$ cat config.mk
export PLATFORM = sky130hd
export DESIGN_NAME = chan_sel_array
export DESIGN_NICKNAME = d
export VERILOG_FILES = /design/src/rtl/chan_sel_pkg.sv /design/src/rtl/chan_slot.sv /design/src/rtl/chan_sel_array.sv
export SDC_FILE = /design/constraint.sdc
export NUM_CORES = 1
export LEC_CHECK = 0
export CAP_MARGIN = 25
export CORE_ASPECT_RATIO = 0.9
export CORE_MARGIN = 10
export CORE_UTILIZATION = 61
export CTS_BUF_LIST = sky130_fd_sc_hd__clkbuf_8
export CTS_CLUSTER_DIAMETER = 40
export DETAILED_ROUTE_END_ITERATION = 16
export GPL_TIMING_DRIVEN = 1
export PLACE_DENSITY_LB_ADDON = 0.25
export REMOVE_ABC_BUFFERS = 1
export SLEW_MARGIN = 10
export SYNTH_ARGS = -nofsm -noshare
export SYNTH_HDL_FRONTEND = slang
export SYNTH_HIERARCHICAL = 1
export SYNTH_SLANG_ARGS = --single-unit
$ cat constraint.sdc
create_clock -name clk -period 3 [get_ports clk]
set_input_delay 0.9 -clock clk [delete_from_list [all_inputs] [get_ports clk]]
set_output_delay 0.9 -clock clk [all_outputs]
set_load 0.02 [all_outputs]
$ cat src/rtl/chan_sel_pkg.sv
// Shared types and mode encodings for the chan_sel_array slice.
package chan_sel_pkg;

  typedef enum logic [0:0] {IDLE, HOLD} chan_sel_state_e;

  localparam int MODE_RR    = 0;
  localparam int MODE_FIXED = 1;

endpackage

$ cat src/rtl/chan_slot.sv
// Single-word holding slot: busy flag, data register and, with CHAN_SEL_PARITY_EN,
// a stored even-parity bit. A set on the same edge as a clear wins (refill while draining).
module chan_slot #(
  parameter int DATA_W = 8
) (
  input  logic              clk,
  input  logic              rst_n,
  input  logic              set,
  input  logic              clr,
  input  logic [DATA_W-1:0] wr_data,
`ifdef CHAN_SEL_PARITY_EN
  input  logic              force_par_flip,
  output logic              par,
`endif
  output logic              busy,
  output logic [DATA_W-1:0] data
);

  always_ff @(posedge clk) begin
    if (!rst_n) begin
      busy <= 1'b0;
      data <= '0;
    end else if (set) begin
      busy <= 1'b1;
      data <= wr_data;
    end else if (clr) begin
      busy <= 1'b0;
    end
  end

`ifdef CHAN_SEL_PARITY_EN
  always_ff @(posedge clk) begin
    if (!rst_n) begin
      par <= 1'b0;
    end else if (set) begin
      par <= (^wr_data) ^ force_par_flip;
    end
  end
`endif

endmodule

$ cat src/rtl/chan_sel_array.sv
// Multi-channel holding array with a round-robin / fixed-channel drain FSM and a
// valid/ready read port. Optional parity storage and checking under CHAN_SEL_PARITY_EN.
module chan_sel_array
  import chan_sel_pkg::*;
#(
  parameter  int NUM_CH   = 4,
  parameter  int DATA_W   = 8,
  parameter  int MODE     = 0,
  parameter  int FIXED_CH = 2,
  localparam int SEL_W    = $clog2(NUM_CH)
) (
  input  logic              clk,
  input  logic              rst_n,
  input  logic              wr_valid,
  input  logic [SEL_W-1:0]  wr_ch,
  input  logic [DATA_W-1:0] wr_data,
  output logic              wr_ready,
  output logic              rd_valid,
  input  logic              rd_ready,
  output logic [DATA_W-1:0] rd_data,
  output logic [SEL_W-1:0]  rd_ch,
  output logic [NUM_CH-1:0] slot_busy,
`ifdef CHAN_SEL_PARITY_EN
  input  logic [NUM_CH-1:0] force_par_flip,
`endif
  output logic              rd_par_err
);

  localparam logic [NUM_CH-1:0] FIXED_MASK = NUM_CH'(1) << FIXED_CH;

  if (FIXED_CH >= NUM_CH) begin : g_fixed_chk
    $error("chan_sel_array: FIXED_CH (%0d) must be < NUM_CH (%0d)", FIXED_CH, NUM_CH);
  end
  if (NUM_CH < 2) begin : g_num_chk
    $error("chan_sel_array: NUM_CH (%0d) must be >= 2", NUM_CH);
  end

  chan_sel_state_e   state, state_nxt;
  logic [NUM_CH-1:0] slot_set, slot_clr, elig;
  logic [DATA_W-1:0] slot_data [NUM_CH];
  logic [SEL_W-1:0]  last_ch, pick, scan_idx;
  logic              any_elig, drain, wr_in_range;

  for (genvar i = 0; i < NUM_CH; i++) begin : chan_loop
    chan_slot #(.DATA_W(DATA_W)) slot_inst (
      .clk            (clk),
      .rst_n          (rst_n),
      .set            (slot_set[i]),
      .clr            (slot_clr[i]),
      .wr_data        (wr_data),
`ifdef CHAN_SEL_PARITY_EN
      .force_par_flip (force_par_flip[i]),
      .par            (),
`endif
      .busy           (slot_busy[i]),
      .data           (slot_data[i])
    );
  end

  // Write side: a slot being drained this cycle can be refilled on the same edge.
  assign wr_in_range = 32'(wr_ch) < NUM_CH;

  always_comb begin
    wr_ready = 1'b0;
    if (wr_in_range) begin
      wr_ready = !slot_busy[wr_ch] || (drain && (pick == wr_ch));
    end
  end

  always_comb begin
    slot_set = '0;
    slot_clr = '0;
    for (int unsigned i = 0; i < NUM_CH; i++) begin
      slot_set[i] = wr_valid && wr_ready && (32'(wr_ch) == i);
      slot_clr[i] = drain && (32'(pick) == i);
    end
  end

  always_comb begin
    if (MODE == MODE_FIXED) elig = slot_busy & FIXED_MASK;
    else                    elig = slot_busy;
  end

  // Round-robin pick: first eligible slot after last_ch, wrapping modulo NUM_CH.
  always_comb begin
    pick     = '0;
    any_elig = 1'b0;
    scan_idx = '0;
    for (int unsigned k = 1; k <= NUM_CH; k++) begin
      scan_idx = SEL_W'((32'(last_ch) + k) % NUM_CH);
      if (!any_elig && elig[scan_idx]) begin
        any_elig = 1'b1;
        pick     = scan_idx;
      end
    end
  end

  always_ff @(posedge clk) begin
    if (!rst_n) state <= IDLE;
    else        state <= state_nxt;
  end

  always_comb begin
    state_nxt = state;
    case (state)
      IDLE:    if (any_elig) state_nxt = HOLD;
      HOLD:    if (rd_ready && !any_elig) state_nxt = IDLE;
      default: state_nxt = IDLE;
    endcase
  end

  always_comb begin
    rd_valid = (state == HOLD);
    drain    = any_elig && ((state == IDLE) || rd_ready);
  end

  always_ff @(posedge clk) begin
    if (!rst_n) begin
      rd_data <= '0;
      rd_ch   <= '0;
      last_ch <= SEL_W'(NUM_CH - 1);
    end else if (drain) begin
      rd_data <= slot_data[pick];
      rd_ch   <= pick;
      last_ch <= pick;
    end
  end

`ifdef CHAN_SEL_PARITY_EN
  always_ff @(posedge clk) begin
    if (!rst_n) begin
      rd_par_err <= 1'b0;
    end else if (drain) begin
      rd_par_err <= (^slot_data[pick]) != chan_loop_par(pick);
    end
  end

  logic [NUM_CH-1:0] slot_par;
  for (genvar i = 0; i < NUM_CH; i++) begin : par_loop
    assign slot_par[i] = chan_loop[i].slot_inst.par;
  end

  function automatic logic chan_loop_par(input logic [SEL_W-1:0] idx);
    return slot_par[idx];
  endfunction
`else
  assign rd_par_err = 1'b0;
`endif

endmodule

After elaboration in Yosys (flattened, before gate mapping)
Cells that the tools add are included.
{ "word_totals": {"output_inout_bits": 17, "in_bits": 14, "elab_cells": 91, "regBits": 49} }
{ "op_classes": {"n_bitwise": 2, "n_reduce_logical": 28, "n_eq_ne": 7, "magnitude_cmp": 6, "n_addsub": 4, "mux": 32} }
{ "ops": {"columns": ["operator", "count"], "rows": [
  ["2-to-1 mux 1 bit", 19],
  ["binary-select mux 8 bit (select 2 bit)", 1],
  ["2-to-1 mux 8 bit", 2],
  ["logical AND 1 bit", 15],
  ["< comparator 2 x 3 -> 1 bit, second input constant", 5],
  ["binary-select mux 1 bit (select 2 bit)", 5],
  ["equality test 2 bit, second input constant", 4],
  ["2-to-1 mux 2 bit", 4],
  ["nonzero test 2 bit", 4],
  ["zero test 1 bit", 5],
  ["adder 2 x 1 -> 2 bit, second input constant", 2],
  ["adder 2 bit, second input constant", 2],
  ["equality test 2 x 1 -> 1 bit, second input constant", 2],
  ["zero test 2 bit", 2],
  [">= comparator 3 bit, second input constant", 1],
  ["NOT 2 -> 3 bit", 1],
  ["equality test 2 bit", 1],
  ["logical OR 1 bit", 2],
  ["case mux 1 bit (2 select lines)", 1],
  ["NOT 1 bit", 1]
]} }

Logic depth before layout (Yosys ltp)
Gate-level depths: netlist of the first run.
{ "logic_depth": {"ltp_word": 19, "ltp_mapped": 9, "ltp_nobuf": 7} }

Hierarchy
The synthesis of the first run kept the hierarchy.
{ "modules_own_cells": {"columns": ["mod", "seq_area_each_um2", "cells_each", "area_each_um2", "n_inst"], "rows": [
  ["chan_slot", 180.2, 28, 335.3, 4],
  ["chan_sel_array", 260.2, 103, 910.9, 1]
]} }

Least setup slack after synthesis of the first run
OpenSTA, ideal clock, no wires.
{ "synth_path": {"kind": "in2out", "from": "input port rd_ready", "to": "output port wr_ready", "required_ns": 2.100, "path_buffers": 1, "path_slack_ns": 0.371, "cell_stages": 5, "arrival_time_ns": 1.729, "cell_sequence": "nand2b_1 -> and2_1 -> clkbuf_1 -> o211ai_1 -> nand2_1"} }
{ "synth_between": {"elab_chain_cells": 4} }
{ "synth_lines": {"columns": ["item", "line", "text"], "rows": [
  ["from (decl)", "chan_sel_array.sv:19", "input logic rd_ready,"],
  ["logical OR 1 bit", "chan_sel_array.sv:114", "drain = any_elig && ((state == IDLE) || rd_ready);"],
  ["logical AND 1 bit", "chan_sel_array.sv:114", null],
  ["logical AND 1 bit", "chan_sel_array.sv:66", "wr_ready = !slot_busy[wr_ch] || (drain && (pick == wr_ch));"],
  ["logical OR 1 bit", "chan_sel_array.sv:66", null],
  ["to (decl)", "chan_sel_array.sv:17", "output logic wr_ready,"]
]} }
Every way passes these cells.

Worst setup path after layout of the first run
{ "layout_path": {"from": "input port wr_ch[1]", "to": "output port wr_ready"} }
{ "layout_between": {"elab_chain_cells": 4, "word_cells_on_any_way": 6, "cone_classes": "1 x eq/ne; 2 x mux; 3 x reduce/logical"} }
{ "layout_lines": {"columns": ["item", "line", "text"], "rows": [
  ["from (decl)", "chan_sel_array.sv:15", "input logic [SEL_W-1:0] wr_ch,"],
  ["binary-select mux 1 bit (select 2 bit)", "chan_sel_array.sv:66", null],
  ["2-to-1 mux 1 bit (implied by the code)", "chan_sel_array.sv:66", null],
  ["zero test 1 bit", "chan_sel_array.sv:66", null],
  ["logical OR 1 bit *", "chan_sel_array.sv:66", null]
]} }
Every way passes the cells marked *; elsewhere a longest branch is shown, timed or not. The select of a mux whose other input is x is not followed.

==> results of run 1 <==
-- cell families after synthesis --
| logic type | Yosys count |
|---|---|
| AND/OR/NAND/NOR | 72 |
| multiplexers | 51 |
| flip-flops | 49 |
| AO/OA/AOI/OAI | 27 |
| buffers and inverters | 14 |
| XOR/XNOR | 1 |
| other | 1 |
-- synthesized netlist by cell type --
library cell and n:
mux4_2 1, a21oi_1 6, inv_1 3, nand2b_1 2, nand3_1 14, nor3_1 2
buf_12 2, or3_1 1, a31oi_1 1, o21a_1 4, xnor2_1 1, nor2_1 4
o21ai_0 1, a21boi_0 2, mux2i_1 50, conb_1 1, nor2b_1 37, o221ai_1 8
buf_4 1, buf_6 4, and2_4 1, a21o_2 1, nand3b_1 1, dfxtp_1 49
o211ai_1 1, and2_1 1, a31oi_2 1, o21bai_2 1, nand2_1 8, clkbuf_1 4
a2bb2oi_2 1, and3_2 1
-- registers in the layout (all words and copies together), names as in the netlist --
name	count
chan_loop.slot_inst/data	32
rd_data	8
chan_loop.slot_inst/busy	4
last_ch	2
rd_ch	2
rd_valid	1
-- power by group --
part / internal (mW) / switching [mW] / total [mW]
clock network: 0.242 / 0.204 / 0.447
registers: 0.680 / 0.0242 / 0.704
logic: 0.126 / 0.140 / 0.266
-- tightest hold or removal path: stages, from the launching register on --
cell and delay [ns]:
dfxtp_1 0.32, nand2_1 0.05, a21boi_0 0.06
-- timing repair --
action,CTS,global route
setup endpoints to repair,1,0
setup buffers,1,0
resized for setup,5,0
-- final cells by class --
| type | instances | area, um^2 | share of cell area |
|---|---|---|---|
| multi-input combinational | 152 | 1150 | 0.427 |
| clock inverter | 2 | 35.0 | 0.0130 |
| timing repair buffer | 44 | 397 | 0.147 |
| clock buffer | 5 | 68.8 | 0.0255 |
| sequential | 49 | 981 | 0.363 |
| tap | 44 | 55.1 | 0.0204 |
| inverter | 3 | 11.3 | 0.00417 |
-- metal layers --
metal | vias up | GRT usage | part of all wire
met3 | 9 | 0.0595 | 0.064
li1 | 838 | - | -
met5 | - | 0 | 0
met1 | 826 | 0.188 | 0.45
met2 | 64 | 0.241 | 0.47
met4 | 0 | 0.0502 | 0.018
-- path summary, 6_finish.rpt --
path               from                             end  slack (ns)  cells after the start
max            wr_ch[1]                        wr_ready        0.10                      4
max reg2reg  last_ch[1]  chan_loop[3].slot_inst/data[6]        0.59                     10
min reg2reg    rd_ch[1]                        rd_ch[1]        0.48                      2
min            rd_ch[1]                        rd_ch[1]        0.48                      2
-- per-stage QoR --
stage | util | cells
after floorplan | - | 204
after CTS | 0.782 | 299
after global placement | 0.751 | 291
after global routing | 0.782 | 299
after detailed placement | 0.751 | 291
final | 0.782 | 299
==> flow_summary.ini, run 1 <==
[run_status]
status = complete, no violations

[critical_path]
worst-setup-path-type = input port to output pin
setup.worst_path.start_class = input port
path_cells = clkdlybuf4s50_1 -> mux4_2 -> nand2_1 -> buf_2
cp_max_fo = 3
critical-path-max-stage-delay_ns = 0.54
required_ns = 2.10
endpoint_kind = output pin
worstPathBufferInverterCount = 2
cp_slowest_cell = clkdlybuf4s50_1
crit_arrival_ns = 2.00
path_delay_family = buffers and inverters

[layout]
drive_above_1_share = 0.118
layout.nets = 269
layout_common_cells = mux2i_1 (50), dfxtp_1 (49), nor2b_1 (37)
final_area_um2 = 2700
layout_commonest_cell = mux2i_1
fillers = 223
area_delta_synth_final_pct = 19.9
num_antenna_cells = 0

[synth]
syn_avg_cell_area_um2 = 10.5
synth-compound-area-share = 0.0939
synth_top_area_share = 0.436
yosys.area.top_type = dfxtp_1
synth_top_family_by_area = multiplexers
synth-simple-area-share = 0.180
synthMuxAreaShare = 0.232
yosysSeqAreaShare = 0.436
synthAdderAreaFrac = 0
synthXorXnorAreaFrac = 0.00389
synth_cell_types = 32
synth_area_um2 = 2250
ys_warn_count = 6
synth-seq-cells = 49
synth_area_leaders = dfxtp_1 (44%), mux2i_1 (22%), nor2b_1 (10%), nand3_1 (3.1%), o221ai_1 (3.1%)
synth_cells = 215

[clocking]
cts_tree = built
cts_hold_buf = 0
clock_latency_ns = 0.30
clk_pin_slew_ns = 0.08
root_buffer = clkbuf_8
clock-sinks = 49
cts_buffer_depth = 2
numCtsBuffers = 5
h-tree-depth = 2

[sta]
setup_viol = 0
fin_skew_ns = 0.00549
finalHoldViolCount = 0
finalMaxSlewViolations = 0
period_needed_ns = 2.90
setup_tns_ns = 0
fmax_mhz = 345
whs_ns = 0.476
timing.final.ws_setup_ns = 0.103
rsz0062_at_grt = no
post-route-period-util = 0.966

[placement]
pre_cts_ws_ns = -0.506
hpwl_um = 3440
gp_congestion = 0.854
numPortBuffers = 29
dpl_cell_area_um2 = 2590

[global_routing]
grt_pass1_vias = 1698
grt_max_degree = 50
grtUsageTotal = 0.153
grt_pass1_wl_um = 8340
grt_overflow = 0
antenna_found_initial = 0

[floorplan]
row_count = 20
coreArea_um2 = 3450
ios = 31
die_area_um2 = 6530
start_util = 0.652
die_h_um = 77.6
die_width_um = 84.1

[drt]
route.vias.total = 1737
antenna_left = 0
avgViaCountPerCell = 5.81
drt_wl_total_um = 5070
wl_per_cell_um = 17.0
drc = 0
drt_iter0_drc = 170
firstDrtPassIters = 4

[min_path]
hold_class = flop to flop

[power_and_ir_drop]
vdd_drop_max_mv = 0.427
total_power_mw = 1.42
leakage_nw = 1.04
p_per_area_nw_per_um2 = 525

[run]
drv_cap = 0
Note: power is estimated with default switching activity, not from simulation.
==> inputs of run 2 (changes only) <==
- GPL_TIMING_DRIVEN: 1 -> unset
==> results of run 2 <==
No change in the layout: final DEF, timing and power equal those of run 1.
